$ cat src/rtl/psu_match_pkg.sv
// Shared types and helpers for the PSU serial pattern matcher.
package psu_match_pkg;

  typedef enum logic [1:0] {IDLE, FILL, ARMED} state_t;

  localparam int unsigned PAT_W_MAX = 64;
  // Fill counter is sized for the widest legal window so one type serves every PAT_W.
  localparam int unsigned FILL_W = $clog2(PAT_W_MAX + 1);

  function automatic logic masked_hit(input logic [PAT_W_MAX-1:0] data,
                                      input logic [PAT_W_MAX-1:0] pattern,
                                      input logic [PAT_W_MAX-1:0] mask);
    return ((data ^ pattern) & mask) == '0;
  endfunction

endpackage

$ cat src/rtl/psu_stream_matcher_if.sv
// Configuration, serial stream and status signals of the PSU pattern matcher.
interface psu_stream_matcher_if #(
  parameter int unsigned PAT_W = 16,
  parameter int unsigned CNT_W = 8
);
  logic             cfg_load;
  logic [PAT_W-1:0] cfg_pattern;
  logic [PAT_W-1:0] cfg_mask;
  logic             cfg_overlap;
  logic             in_valid;
  logic             in_bit;
  logic             clr_cnt;
  logic             match;
  logic [CNT_W-1:0] match_cnt;
  logic             cnt_sat;
  logic             armed;

  modport master (
    output cfg_load, cfg_pattern, cfg_mask, cfg_overlap, in_valid, in_bit, clr_cnt,
    input  match, match_cnt, cnt_sat, armed
  );

  modport slave (
    input  cfg_load, cfg_pattern, cfg_mask, cfg_overlap, in_valid, in_bit, clr_cnt,
    output match, match_cnt, cnt_sat, armed
  );
endinterface

$ cat src/rtl/psu_sat_counter.sv
// Saturating event counter with sticky saturation flag; clear takes effect before increment.
module psu_sat_counter #(
  parameter int unsigned CNT_W = 8
) (
  input  logic             clk,
  input  logic             rst_n,
  input  logic             inc,
  input  logic             clr,
  output logic [CNT_W-1:0] count,
  output logic             sat
);

  logic [CNT_W-1:0] base;
  logic [CNT_W-1:0] nxt;

  always_comb begin
    base = clr ? '0 : count;
    nxt  = (inc && !(&base)) ? base + CNT_W'(1) : base;
  end

  always_ff @(posedge clk) begin
    if (!rst_n) begin
      count <= '0;
      sat   <= 1'b0;
    end else begin
      count <= nxt;
      sat   <= (sat && !clr) || (&nxt);
    end
  end

endmodule

$ cat src/rtl/psu_stream_matcher.sv
// Sliding-window serial pattern matcher with runtime pattern/mask and overlap control.
module psu_stream_matcher
  import psu_match_pkg::*;
#(
  parameter int unsigned PAT_W = 16,
  parameter int unsigned CNT_W = 8
) (
  input logic clk,
  input logic rst_n,
  psu_stream_matcher_if.slave bus
);

  localparam logic [FILL_W-1:0] LAST = FILL_W'(PAT_W - 1);

  // Only the newest PAT_W-1 bits are stored; the incoming bit completes the compared window.
  logic [PAT_W-2:0] win;
  logic [PAT_W-1:0] win_next;
  logic [PAT_W-1:0] pattern;
  logic [PAT_W-1:0] mask;
  logic [FILL_W-1:0] fill;
  logic             overlap;
  logic             match_q;
  logic             armed_q;
  logic             eval;
  logic             hit;
  state_t           state;

  always_comb begin
    win_next = {win, bus.in_bit};
    eval     = bus.in_valid && !bus.cfg_load &&
               ((state == ARMED) || ((state == FILL) && (fill == LAST)));
    hit      = eval && masked_hit(PAT_W_MAX'(win_next), PAT_W_MAX'(pattern), PAT_W_MAX'(mask));
  end

  always_ff @(posedge clk) begin
    if (!rst_n) begin
      win     <= '0;
      fill    <= '0;
      pattern <= '0;
      mask    <= '0;
      overlap <= 1'b0;
      state   <= IDLE;
      match_q <= 1'b0;
      armed_q <= 1'b0;
    end else begin
      match_q <= hit;
      if (bus.cfg_load) begin
        pattern <= bus.cfg_pattern;
        mask    <= bus.cfg_mask;
        overlap <= bus.cfg_overlap;
        win     <= '0;
        fill    <= '0;
        state   <= FILL;
        armed_q <= 1'b0;
      end else if (bus.in_valid && (state != IDLE)) begin
        win <= win_next[PAT_W-2:0];
        if (hit && !overlap) begin
          // Non-overlapping: a fresh PAT_W beats must arrive before the next compare.
          fill    <= '0;
          state   <= FILL;
          armed_q <= 1'b0;
        end else if (state == FILL) begin
          fill <= fill + FILL_W'(1);
          if (fill == LAST) begin
            state   <= ARMED;
            armed_q <= 1'b1;
          end
        end
      end
    end
  end

  assign bus.match = match_q;
  assign bus.armed = armed_q;

  psu_sat_counter #(.CNT_W(CNT_W)) u_cnt (
    .clk   (clk),
    .rst_n (rst_n),
    .inc   (hit),
    .clr   (bus.clr_cnt),
    .count (bus.match_cnt),
    .sat   (bus.cnt_sat)
  );

endmodule

$ cat src/flat_wrapper.sv
// flat-port wrapper written by rule: the top's interface ports become plain ports
module psu_stream_matcher_flat import psu_match_pkg::*;
#(
  parameter int unsigned PAT_W = 16,
  parameter int unsigned CNT_W = 8
)
  (clk, rst_n, bus_cfg_load, bus_cfg_pattern, bus_cfg_mask, bus_cfg_overlap, bus_in_valid, bus_in_bit, bus_clr_cnt, bus_match, bus_match_cnt, bus_cnt_sat, bus_armed);
  psu_stream_matcher_if #(.PAT_W(PAT_W), .CNT_W(CNT_W)) bus_i ();
  input logic clk;
  input logic rst_n;
  input wire logic [$bits(bus_i.cfg_load)-1:0] bus_cfg_load;
  input wire logic [$bits(bus_i.cfg_pattern)-1:0] bus_cfg_pattern;
  input wire logic [$bits(bus_i.cfg_mask)-1:0] bus_cfg_mask;
  input wire logic [$bits(bus_i.cfg_overlap)-1:0] bus_cfg_overlap;
  input wire logic [$bits(bus_i.in_valid)-1:0] bus_in_valid;
  input wire logic [$bits(bus_i.in_bit)-1:0] bus_in_bit;
  input wire logic [$bits(bus_i.clr_cnt)-1:0] bus_clr_cnt;
  output wire logic [$bits(bus_i.match)-1:0] bus_match;
  output wire logic [$bits(bus_i.match_cnt)-1:0] bus_match_cnt;
  output wire logic [$bits(bus_i.cnt_sat)-1:0] bus_cnt_sat;
  output wire logic [$bits(bus_i.armed)-1:0] bus_armed;
  assign bus_i.cfg_load = bus_cfg_load;
  assign bus_i.cfg_pattern = bus_cfg_pattern;
  assign bus_i.cfg_mask = bus_cfg_mask;
  assign bus_i.cfg_overlap = bus_cfg_overlap;
  assign bus_i.in_valid = bus_in_valid;
  assign bus_i.in_bit = bus_in_bit;
  assign bus_i.clr_cnt = bus_clr_cnt;
  assign bus_match = bus_i.match;
  assign bus_match_cnt = bus_i.match_cnt;
  assign bus_cnt_sat = bus_i.cnt_sat;
  assign bus_armed = bus_i.armed;
  psu_stream_matcher #(.PAT_W(PAT_W), .CNT_W(CNT_W)) u_core (.clk(clk), .rst_n(rst_n), .bus(bus_i));
endmodule
$ cat config.mk
export PLATFORM = sky130hd
export DESIGN_NAME = psu_stream_matcher_flat
export DESIGN_NICKNAME = d
export VERILOG_FILES = /design/src/rtl/psu_match_pkg.sv /design/src/rtl/psu_stream_matcher_if.sv /design/src/rtl/psu_sat_counter.sv /design/src/rtl/psu_stream_matcher.sv /design/src/flat_wrapper.sv
export SDC_FILE = /design/constraint.sdc
export NUM_CORES = 1
export LEC_CHECK = 0
export CORE_MARGIN = 3
export CORE_UTILIZATION = 40
export DETAILED_ROUTE_END_ITERATION = 16
export SETUP_SLACK_MARGIN = 0.5
export SKIP_CTS_REPAIR_TIMING = 1
export SLEW_MARGIN = 20
export SYNTH_ARGS = -nofsm -noshare
export SYNTH_HDL_FRONTEND = slang
export SYNTH_HIERARCHICAL = 1
export SYNTH_SLANG_ARGS = --single-unit
$ cat constraint.sdc
create_clock -name clk -period 7.3 [get_ports clk]
set_input_delay 2.19 -clock clk [delete_from_list [all_inputs] [get_ports clk]]
set_output_delay 2.19 -clock clk [all_outputs]
set_load 0.02 [all_outputs]
### After elaboration in Yosys (flattened, before gate mapping)

Cells that the tools add are included.
Widths: inputs -> output; s select.

| storage, ports and cells | value |
|---|---|
| register bits after elaboration | 68 |
| bits of input ports | 39 |
| logic and storage cells | 58 |

| operators by class | value |
|---|---|
| $add $sub $neg | 2 |
| eq/ne operators | 3 |
| bitwise gates (word level) | 3 |
| mux-type cells | 12 |
| reduce and logical (&&, ||, !) cells | 27 |

Operator list:

| kind | number |
|---|---|
| $and 64x16->64 | 1 |
| $logic_not 64->1 | 1 |
| $mux 8 | 2 |
| $reduce_and 8->1 | 2 |
| $xor 16x16->16 | 1 |
| $mux 7 | 2 |
| $add 8x1->8 const B | 1 |
| $logic_and 1x1->1 | 8 |
| $reduce_bool 2->1 | 4 |
| $add 7x1->7 const B | 1 |
| $eq 7x4->1 const B | 1 |
| $mux 2 | 3 |
| $reduce_and 3->1 | 2 |
| $reduce_bool 3->1 | 2 |
| $mux 1 | 5 |
| $logic_not 1->1 | 4 |
| $eq 2x1->1 const B | 1 |
| $eq 2x2->1 const B | 1 |
| $logic_or 1x1->1 | 2 |
| $reduce_and 2->1 | 1 |
| $reduce_or 2->1 | 1 |
| $not 1->1 | 1 |

### Depth between registers and ports, before layout

| logic depth | value |
|---|---|
| depth after elaboration | 9 |
| gate-level depth with buffers | 11 |

### Hierarchy

The synthesis kept the hierarchy.

Modules (own cells, without submodules):

| module | times used | area an instance (sq um) | cells each |
|---|---|---|---|
| psu_stream_matcher | 1 | 2439.8 | 250 |
| psu_sat_counter | 1 | 594.3 | 69 |

### Worst setup path before layout

OpenSTA, ideal clock, no wires.

| timing path | value |
|---|---|
| path kind | input to register |
| from | input port bus_cfg_load |
| to | register u_core.u_cnt.sat |
| setup time | 96 ps |
| stages on the path | 10 |
| arrival | 4153 ps |
| buffers on the path | 2 |
| slack | 3051 ps |
| cells stage by stage | buf_2 -> nand2b_1 -> a21oi_1 -> nand3_1 -> nor3_1 -> clkbuf_8 -> nand4_1 -> mux2_4 -> a211o_1 -> o41ai_2 |

| between the ends | value |
|---|---|
| cells in the longest elaborated chain, start to end | 8 |

RTL lines:

| what | RTL line | RTL |
|---|---|---|
| start, declared | flat_wrapper.sv:11 | `input wire logic [$bits(bus_i.cfg_load)-1:0] bus_cfg_load;` |
| $logic_not 1->1 | psu_stream_matcher.sv:30 | `eval = bus.in_valid && !bus.cfg_load &&` |
| $logic_and 1x1->1 (2 in series) | psu_stream_matcher.sv:30 |  |
| $logic_and 1x1->1 | psu_stream_matcher.sv:32 | `hit = eval && masked_hit(PAT_W_MAX'(win_next), PAT_W_MAX'(pattern), PAT_W_MAX'(mask));` |
| named net u_core.hit | psu_stream_matcher.sv:25 | `logic hit;` |
| $logic_and 1x1->1 | psu_sat_counter.sv:18 | `nxt = (inc && !(&base)) ? base + CNT_W'(1) : base;` |
| $mux 8 | psu_sat_counter.sv:18 |  |
| $reduce_and 8->1 | psu_sat_counter.sv:27 | `sat <= (sat && !clr) \|\| (&nxt);` |
| $logic_or 1x1->1 | psu_sat_counter.sv:27 |  |
| end signal, assigned | psu_sat_counter.sv:27 |  |
| end, declared | psu_sat_counter.sv:10 | `output logic sat` |

The timed path passes the listed nets, and every way through them passes these cells.
A chain may end at the register's enable or synchronous reset.

### Worst setup path in the final report

| timing path | value |
|---|---|
| from | input port bus_in_bit |
| to | register u_core.u_cnt.sat |

| between the ends | value |
|---|---|
| cells in the longest elaborated chain, start to end | 8 |

RTL lines:

| what | RTL line | RTL |
|---|---|---|
| start, declared | flat_wrapper.sv:16 | `input wire logic [$bits(bus_i.in_bit)-1:0] bus_in_bit;` |
| $xor 16x16->16 | psu_match_pkg.sv:13 | `return ((data ^ pattern) & mask) == '0;` |
| $and 64x16->64 | psu_match_pkg.sv:13 |  |
| $logic_not 64->1 | psu_match_pkg.sv:13 |  |
| $logic_and 1x1->1 | psu_stream_matcher.sv:32 |  |
| named net u_core.hit | psu_stream_matcher.sv:25 |  |
| $logic_and 1x1->1 | psu_sat_counter.sv:18 |  |
| $mux 8 | psu_sat_counter.sv:18 |  |
| $reduce_and 8->1 | psu_sat_counter.sv:27 |  |
| $logic_or 1x1->1 | psu_sat_counter.sv:27 |  |

The timed path passes the listed nets, and every way through them passes these cells.

==> impl_metrics.toml <==
[timing]
timing.final.crit_period_ns = 4.39
max_freq_ghz = 0.228
fin_skew_ns = 0.00370
max_slew.worst_pin.slew_ns = 1.08
maxSlewViolCount = 0
fin_crit_sh_pct = 60.2
relSlewSlack_pct = 27.3
setup_tns_ns = 0
setup_viol = 0
rsz0062_at_grt = "no"
hold_viol_final = 0

[synth]
syn_inst = 319
synth.yosys.warnings = 6
synth_edf_count = 0
syn_nets = 360
synth_ff_type = "dfxtp_1"
async_flop_share_pct = 0
yosysTopAreaCellShare_pct = 44.2
seq_area_frac_synth_pct = 44.2
ys_ff_latch = 67
synth_area_um2 = 3030
synth.most_common_cell = "dfxtp_1"
synth_top_cell_by_area = "dfxtp_1"
ys_top_cells_by_area = "dfxtp_1 44%, mux2i_1 12%, nor2b_1 8.0%, xor2_1 6.1%, nand2_1 4.9%"
synth_common_cells = "67 x dfxtp_1, 40 x nand2_1, 39 x nor2b_1"
avgSynthCellArea_um2 = 9.51
synth_cell_types = 47

[clocking]
cts_tree = "yes"
clk_latency_ns = 0.33
cts-buffers-inserted = 9
root_buffer = "clkbuf_8"
cts_buffer_depth = 2
htree_levels = 3
clk_pin_slew_ns = 0.07
clock_sinks = 67

[power_and_ir_drop]
leakage_nw = 1.49
power.switching_w = 0.000167
max-vdd-ir-drop_uv = 119
power_switching_share_pct = 22.4
p_int_w = 0.000578
combPwrFrac_pct = 9.0
p_per_area_nw_per_um2 = 198
pwr-share-seq_pct = 51.8
clkPwrFrac_pct = 39.3

[route]
drc_errors = 0
vias = 2302
drt_iter0_markers = 98
ant_nets = 0
dr.pass1.iters = 4
vias_per_cell = 4.92
wire_per_inst_um = 13.6
wl_mm = 6.36

[floorplanning]
coreArea_um2 = 7290
die_h_um = 93.1
fp.dieW_um = 93.1
io_pins = 50
die_area_um2 = 8670
start_util_pct = 41.6
num_rows = 31

[setup_path]
arrival_ns = 4.64
critPathKind = "input port to flop"
cp_slowest_cell = "clkdlybuf4s50_1"
path_cells = "clkdlybuf4s50_1, xor2_1, a22oi_1, nand4_2, nor3_1, buf_4, and3_1, nand3_1, xor2_1, a211o_1, o41ai_2"
cp_max_fo = 12
critPathMaxStageDelay_ns = 0.44
crit_path_end_kind = "flop"
cp.buffers_inverters = 2
cp.required_ns = 7.54
critPathTopFamily = "compound AO/OA/AOI/OAI gates"
cp_common_cell = "xor2_1"
cp-start-kind = "input port"

[grt]
grt_usage_pct = 16.3
grtUsageMet1_pct = 20.3
grt_pass1_wl_mm = 11.0
grt_overflow = 0
grt-busiest-layer = "met2"
antenna_found_initial = 0
use_met3_pct = 5.95
grt_max_degree = 47
use_met2_pct = 26.6
first_global_vias = 2312

[finish]
syn_to_final_growth_pct = 24.0
drive_gt1_share_pct = 6.50
n_fill_cell = 720
fin_util_pct = 51.6
antennaDiodeCount = 0
nNetsFinal = 407

[place]
io_buffers = 49
routabilityCongestion = 0.875
place_hpwl_mm = 4.50

[min_path]
hp-class = "flop to flop"

[run_status]
outcome = "completed"

[job]
drv_cap = 0
-- worst paths after layout --
check                    start                to  slack [ns]  depth (start not counted)
max                 bus_in_bit  u_core/u_cnt/sat        2.91                         11
min             u_core/win[14]    u_core/win[14]        0.47                          2
max reg2reg  u_core/pattern[1]  u_core/u_cnt/sat        4.72                         10
min reg2reg     u_core/win[14]    u_core/win[14]        0.47                          2
-- logic make-up after synthesis --
| family | synth area share [%] |
|---|---|
| buffers and inverters | 3.01 |
| adders and majority gates | 0.825 |
| and+or+nand+nor | 21.9 |
| DFF | 44.2 |
| muxes | 12.4 |
| xor gates and xnor gates | 7.51 |
| AOI/OAI and AO/OA | 10.2 |
-- through the flow --
stage,power [W],setup slack [ns],cell area (um2),instances,hold slack (ns)
floorplan,0.000431,3.05,3030,319,0.448
global placement,0.000461,2.58,3580,454,0.462
detailed placement,0.000461,2.56,3580,454,0.464
CTS,0.000758,2.91,3760,468,0.474
global route,0.000781,2.66,3760,468,0.512
finish,0.000744,2.91,3760,468,0.471
-- tightest hold or removal path: cells and delay by family, from the launching register on --
family | cells | cell delay (ns)
compound gates | 1 | 0.05
simple gates | 1 | 0.05
flops | 1 | 0.32
-- final cells by class --
type,count,area [um2],share of cell area [%]
clock buffer,11,141,3.76
clock inverter,3,40.0,1.06
inverter,4,15.0,0.399
multi-input combinational,233,1600,42.6
sequential,67,1340,35.6
tap,99,124,3.29
timing repair buffer,51,500,13.3
-- routing by layer --
metal,up-vias,share of wire [%],wire (um)
li1,1188,-,-
met2,53,49,3100
met3,5,4.9,311
met4,0,1.1,70
met1,1056,45,2890
met5,-,0,0
-- power by group through the flow --
stage / sequential [W] / combinational [W] / clock, W
5_1_grt: 0.000387 / 0.0000744 / 0.000320
3_3_place_gp: 0.000394 / 0.0000670 / 0
3_5_place_dp: 0.000394 / 0.0000675 / 0
4_1_cts: 0.000386 / 0.0000679 / 0.000304
2_1_floorplan: 0.000391 / 0.0000397 / 0
6_report: 0.000385 / 0.0000667 / 0.000292
-- placed cells by master, fill, tap and decap left out, types with 2 or more instances in the layout --
master / instances
ha_1: 2
and2_1: 4
o21ai_1: 2
and3b_1: 2
o21ai_0: 3
nor2b_1: 39
o21a_1: 2
nor2_1: 11
dfxtp_1: 67
mux2i_1: 36
nand4_1: 3
clkdlybuf4s50_1: 48
nand2b_1: 2
buf_4: 2
nand2_1: 40
a21oi_1: 20
nand3_1: 10
xnor2_1: 5
xor2_1: 21
nor3_1: 3
a22oi_1: 5
inv_1: 4
clkinv_2: 2
and3_1: 2
clkbuf_8: 10
-- state kept, by name, summed over array words and instances (netlist names) --
signal,cells
u_core/overlap,1
u_core/pattern,16
u_core/bus.armed,1
u_core/fill,7
u_core/win,15
u_core/u_cnt/count,8
u_core/mask,16
u_core/bus.match,1
u_core/u_cnt/sat,1
u_core/state,1
(Power assumes the default switching activity.)
